--- config.mk ---
export PLATFORM = sky130hd
export DESIGN_NAME = instr_encoder_loader
export DESIGN_NICKNAME = d
export VERILOG_FILES = /design/src/rtl/instr_encoder_loader.sv
export SDC_FILE = /design/constraint.sdc
export NUM_CORES = 1
export LEC_CHECK = 0
export ABC_AREA = 1
export BUFFER_PORTS_ARGS = -buffer_cell sky130_fd_sc_hd__buf_2
export CAP_MARGIN = 40
export CELL_PAD_IN_SITES_DETAIL_PLACEMENT = 1
export CELL_PAD_IN_SITES_GLOBAL_PLACEMENT = 1
export CORE_ASPECT_RATIO = 1.5
export CORE_MARGIN = 5
export CORE_UTILIZATION = 35
export DETAILED_ROUTE_END_ITERATION = 10
export PLACE_DENSITY_LB_ADDON = 0.1
export SYNTH_ARGS = -nofsm -noshare
export SYNTH_HDL_FRONTEND = slang
export SYNTH_SLANG_ARGS = --single-unit
--- constraint.sdc ---
create_clock -name clk -period 2.6 [get_ports clk]
set_input_delay 0.52 -clock clk [delete_from_list [all_inputs] [get_ports clk]]
set_output_delay 0.52 -clock clk [all_outputs]
set_load 0.1 [all_outputs]
--- src/rtl/instr_encoder_loader.sv ---
// Packs RV32I instruction fields into 32-bit words and streams them with byte addresses to an imem loader.
// Optional immediate range checking on out_err is enabled by defining IMM_RANGE_CHECK_EN.
module instr_encoder_loader #(
  parameter int ADDR_W    = 10,
  parameter int BASE_ADDR = 0,
  parameter int CNT_W     = 10
) (
  input  logic              clk,
  input  logic              reset,
  input  logic              start,
  input  logic [CNT_W-1:0]  count,
  input  logic              in_valid,
  output logic              in_ready,
  input  logic [6:0]        op,
  input  logic [4:0]        rd,
  input  logic [4:0]        rs1,
  input  logic [4:0]        rs2,
  input  logic [2:0]        funct3,
  input  logic [6:0]        funct7,
  input  logic [31:0]       imm,
  output logic              out_valid,
  input  logic              out_ready,
  output logic [31:0]       out_instr,
  output logic [ADDR_W-1:0] out_addr,
  output logic              out_err,
  output logic              done,
  output logic [1:0]        dbg_state
);

  // Handshake: a transfer happens on a rising edge where valid && ready; a source holds
  // valid and its payload stable until that edge, and ready may depend on valid.

  typedef enum logic [1:0] {
    S_IDLE  = 2'd0,
    S_RUN   = 2'd1,
    S_FLUSH = 2'd2,
    S_DONE  = 2'd3
  } state_t;

  localparam logic [2:0] FMT_I = 3'b000;
  localparam logic [2:0] FMT_S = 3'b001;
  localparam logic [2:0] FMT_B = 3'b010;
  localparam logic [2:0] FMT_J = 3'b011;
  localparam logic [2:0] FMT_U = 3'b100;
  localparam logic [2:0] FMT_R = 3'b111;

  state_t             state, state_nx;
  logic [2:0]         fmt;
  logic [31:0]        enc;
  logic               imm_bad;
  logic               accept;
  logic [CNT_W-1:0]   remaining;
  logic [ADDR_W-1:0]  addr;

  always_comb begin
    fmt = FMT_R;
    case (op)
      7'b0010011, 7'b0000011, 7'b1100111: fmt = FMT_I;
      7'b0100011:                         fmt = FMT_S;
      7'b1100011:                         fmt = FMT_B;
      7'b1101111:                         fmt = FMT_J;
      7'b0110111, 7'b0010111:             fmt = FMT_U;
      default:                            fmt = FMT_R;
    endcase
  end

  always_comb begin
    enc = {funct7, rs2, rs1, funct3, rd, op};
    case (fmt)
      FMT_I: enc = {imm[11:0], rs1, funct3, rd, op};
      FMT_S: enc = {imm[11:5], rs2, rs1, funct3, imm[4:0], op};
      FMT_B: enc = {imm[12], imm[10:5], rs2, rs1, funct3, imm[4:1], imm[11], op};
      FMT_J: enc = {imm[20], imm[10:1], imm[11], imm[19:12], rd, op};
      FMT_U: enc = {imm[31:12], rd, op};
      default: enc = {funct7, rs2, rs1, funct3, rd, op};
    endcase
  end

`ifdef IMM_RANGE_CHECK_EN
  // Flags immediates that the chosen format cannot represent; the truncated word still goes out.
  always_comb begin
    imm_bad = 1'b0;
    case (fmt)
      FMT_I, FMT_S: imm_bad = (imm[31:11] != {21{imm[11]}});
      FMT_B:        imm_bad = (imm[31:12] != {20{imm[12]}}) || imm[0];
      FMT_J:        imm_bad = (imm[31:20] != {12{imm[20]}}) || imm[0];
      FMT_U:        imm_bad = (imm[11:0] != 12'd0);
      default:      imm_bad = 1'b0;
    endcase
  end

  always_ff @(posedge clk) begin
    if (reset) out_err <= 1'b0;
    else if (accept) out_err <= imm_bad;
  end
`else
  logic unused_imm_lsb;
  assign imm_bad        = 1'b0;
  assign unused_imm_lsb = imm[0] | imm_bad;
  assign out_err        = 1'b0;
`endif

  always_ff @(posedge clk) begin
    if (reset) state <= S_IDLE;
    else       state <= state_nx;
  end

  always_comb begin
    state_nx = state;
    in_ready = 1'b0;
    done     = 1'b0;
    case (state)
      S_IDLE: begin
        if (start) state_nx = (count == '0) ? S_DONE : S_RUN;
      end
      S_RUN: begin
        // Single output register: refill in the same cycle it drains.
        in_ready = !out_valid || out_ready;
        if (in_valid && in_ready && remaining == CNT_W'(1)) state_nx = S_FLUSH;
      end
      S_FLUSH: begin
        if (out_valid && out_ready) state_nx = S_DONE;
      end
      S_DONE: begin
        done     = 1'b1;
        state_nx = S_IDLE;
      end
      default: state_nx = S_IDLE;
    endcase
  end

  assign accept    = in_valid && in_ready;
  assign dbg_state = state;

  always_ff @(posedge clk) begin
    if (reset) begin
      remaining <= '0;
      addr      <= ADDR_W'(BASE_ADDR);
      out_valid <= 1'b0;
      out_instr <= 32'd0;
      out_addr  <= ADDR_W'(BASE_ADDR);
    end else begin
      if (state == S_IDLE && start) begin
        remaining <= count;
        addr      <= ADDR_W'(BASE_ADDR);
      end
      if (accept) begin
        out_instr <= enc;
        out_addr  <= addr;
        addr      <= addr + ADDR_W'(4);
        remaining <= remaining - CNT_W'(1);
        out_valid <= 1'b1;
      end else if (out_valid && out_ready) begin
        out_valid <= 1'b0;
      end
    end
  end

endmodule

==> results.txt <==
Xor and xnor area share after synthesis -> 0%
GR Overflow Total -> 0
Cts repair resizes -> 0
Hold Crit Depth -> 3
Share of layout cells above drive strength 1 -> 30.1%
R2R cell count -> 8
CP Data Required Time -> 2.08 ns
Fin cells -> 719
CTS H-tree lvls -> 3
Clock transition at path regs -> 0.05 ns
Seq/Total Area, Yosys -> 36.0%
Chip width -> 90.4 µm
Final setup violation count -> 0
Slew Limit Fails -> 0
Tcrit/Tclk final -> 82.9%
First-pass GRT wire length -> 18.0 mm
PD cells -> 1050 nW/µm²
Filler cell count -> 1281
Register area -> 1220 µm²
TritonCTS clock tree -> done
Clk buf depth -> 2
Yosys warnings -> 0
Switching Share -> 48.5%
Synth Instances -> 482
Arrival time worst endpoint -> 1.63 ns
P&R area growth vs syn -> 29.0%
Initial Util -> 35.4%
Die area -> 11800 µm²
Vias -> 3607
Int Pwr -> 2.37 mW
Post-Synth Adder-Cell Area -> 2.95%
Clk_skew -> 0.00306 ns
# DRC -> 0
Nets -> 688
Largest net degree at the start of global routing -> 29
Diode count -> 0
Detailed-route wire length per cell -> 15.2 µm
Area occupied by multi-input gates -> 1820 µm²
Status -> finished clean
Largest family of logic cells by synthesized area -> simple AND/OR/NAND/NOR gates
Syn avg cell area -> 7.04 µm²
R2r setup slk -> 0.63 ns
Critical Path Start Type -> register
First-pass DRT Iterations -> 4
Die Height -> 131 µm
Pre-CTS WS -> 0.495 ns
Combinational Power Share -> 46.6%
Port buffer count -> 123
Clk network pwr share -> 26.6%
Worst skew pair latency -> 0.33 ns
Hold Path Sink -> out_instr[22]$_SDFFE_PP0P_
Row count -> 44
Crit Path Max Fanout -> 4
Wirelength, routed -> 10.9 mm
F_max -> 0.464 GHz
TritonCTS Sinks -> 61
Synth Cell Area -> 3390 µm²
Hold Path Origin -> rs2[2]
Measured slew at the worst slew-check pin -> 0.511 ns
I/O pin count -> 127
Clock root cell -> clkbuf_16
Seq cells post-synth -> 61
Unrepaired setup endpoints after global routing -> false
Hold_ws -> 0.438 ns
Antenna Nets Post-Route -> 0
Critical setup path kind -> register to output port
DR vias/cell -> 5.02
Critical Path End Type -> output port
Post-synthesis compound-gate area fraction -> 21.8%
Setup Total Neg Slack -> 0 ns
Sequential share of power -> 26.9%
Post-CTS Hold Fix Bufs -> 0
Hold Fails Final Rpt -> 0
Vias in the first global route -> 3884
Post-route minimum period -> 2.15 ns
Post-Synth Simple-Gate Area -> 28.4%
Hpwl dp -> 8.55 mm
Initial drt markers -> 73
Post-synthesis mux area share -> 0%
Reg-to-Reg Start -> dbg_state[1]$_SDFFE_PP0P_
GPL Wtd Cong -> 0.802
Relative slew slack -> 66.2%
Initial antenna violation count -> 0
Post-CTS setup buffers -> 0
Worst r2r dst -> addr[5]$_SDFFE_PP0P_
Min-Delay Path Class -> input pin to register
Static Leak -> 2.17 nW
Worst vdd ir -> 0.565 mV
Core area -> 9580 µm²
GRT Resource Usage Total -> 18.8%
Post-route setup slack -> 0.445 ns
Util after Layout -> 45.7%
Post-synthesis cell type count -> 42
Inst Count DP -> 705
Number of buffers created by CTS -> 9
Max-cap viol count -> 0
Switching power -> 2.23 mW
through the flow:
step / cell area, µm² / power [mW]
6_report: 4380 / 4.60
5_1_grt: 4380 / 4.85
2_1_floorplan: 3410 / 2.99
4_1_cts: 4380 / 4.66
3_5_place_dp: 4080 / 3.42
3_3_place_gp: 4080 / 3.39
layer usage:
layer  track usage [%]  vias up  wire [µm]
li1                  -     1822          -
met1              19.6     1679       4290
met2              35.9       92       5850
met3              5.90       14        638
met4              5.87        0        159
met5                 0        -          0
worst max-delay path by stage:
stage | from | endpoint | slack (ns) | cells after the start
3_5_place_dp | op[3] | out_instr[12]$_SDFFE_PP0P_ | 0.49 | 9
5_1_grt | dbg_state[1]$_SDFFE_PP0P_ | in_ready | 0.37 | 5
6_report | dbg_state[1]$_SDFFE_PP0P_ | in_ready | 0.45 | 5
3_3_place_gp | op[3] | out_instr[20]$_SDFFE_PP0P_ | 0.57 | 11
4_1_cts | dbg_state[1]$_SDFFE_PP0P_ | in_ready | 0.42 | 5
2_1_floorplan | dbg_state[1]$_SDFFE_PP0P_ | done | 0.17 | 1
cell type report:
class	instances	area share (%)
Sequential cell	61	27.9
Timing Repair Buffer	131	15.4
Clock inverter	1	0.686
Tap cell	115	3.29
Multi-Input combinational cell	341	41.6
Clock buffer	13	6.17
Inverter	57	4.89
state kept, by name (all words and copies together), names as in the netlist:
name	flops
addr	8
dbg_state	2
out_addr	8
out_valid	1
remaining	10
out_instr	32
Yosys cell counts (all sizes together):
cell type	n	area (µm²)
a211oi	13	97.6
a21boi	12	90.1
a21o	1	7.51
a21oi	34	170
a221oi	1	8.76
a22oi	1	7.51
a31oi	3	18.8
and3	1	6.26
buf	14	110
clkbuf	11	41.3
conb	1	3.75
dfxtp	61	1220
ha	8	100
inv	57	214
nand2	98	393
nand3	42	268
nand4	5	31.3
nor2	50	219
nor3	2	15.0
nor4	2	12.5
o211ai	2	15.0
o21a	1	7.51
o21ai	56	295
o21bai	1	7.51
o221ai	1	8.76
o22ai	1	6.26
or2	3	18.8
power by group through the flow:
stage	clock (mW)	sequential, mW	combinational [mW]
3_3_place_gp	0	1.25	2.14
4_1_cts	1.25	1.24	2.17
5_1_grt	1.30	1.26	2.30
6_report	1.22	1.23	2.14
2_1_floorplan	0	2.18	0.803
3_5_place_dp	0	1.25	2.16
cells by family after synthesis:
kind of cell             Yosys count
AO/OA/AOI/OAI                    127
other                              1
AND/OR/NAND/NOR                  203
buffers and inverters             82
flip-flops                        61
adder cells (fa/ha/maj)            8
cell usage in the layout (no fill, tap or decap), drive strengths merged:
cell type,instances
a21oi,34
o21a,1
o21ai,56
conb,3
ha,8
nor4,2
and3,1
o211ai,2
a21boi,12
inv,57
nand2,98
a221oi,1
nor3,2
nand4,5
a211oi,13
o22ai,1
clkbuf,13
o21bai,1
o221ai,1
bufinv,1
nand3,42
a31oi,3
or2,3
a21o,1
nor2,50
dfxtp,61
a22oi,1
buf,131
worst max-delay path: stages (launching register included):
cell and delay, ns:
dfxtp_1 0.34, inv_1 0.13, ha_1 0.23, inv_1 0.09, nor2_4 0.09, buf_2 0.42
(Power assumes the default switching activity.)
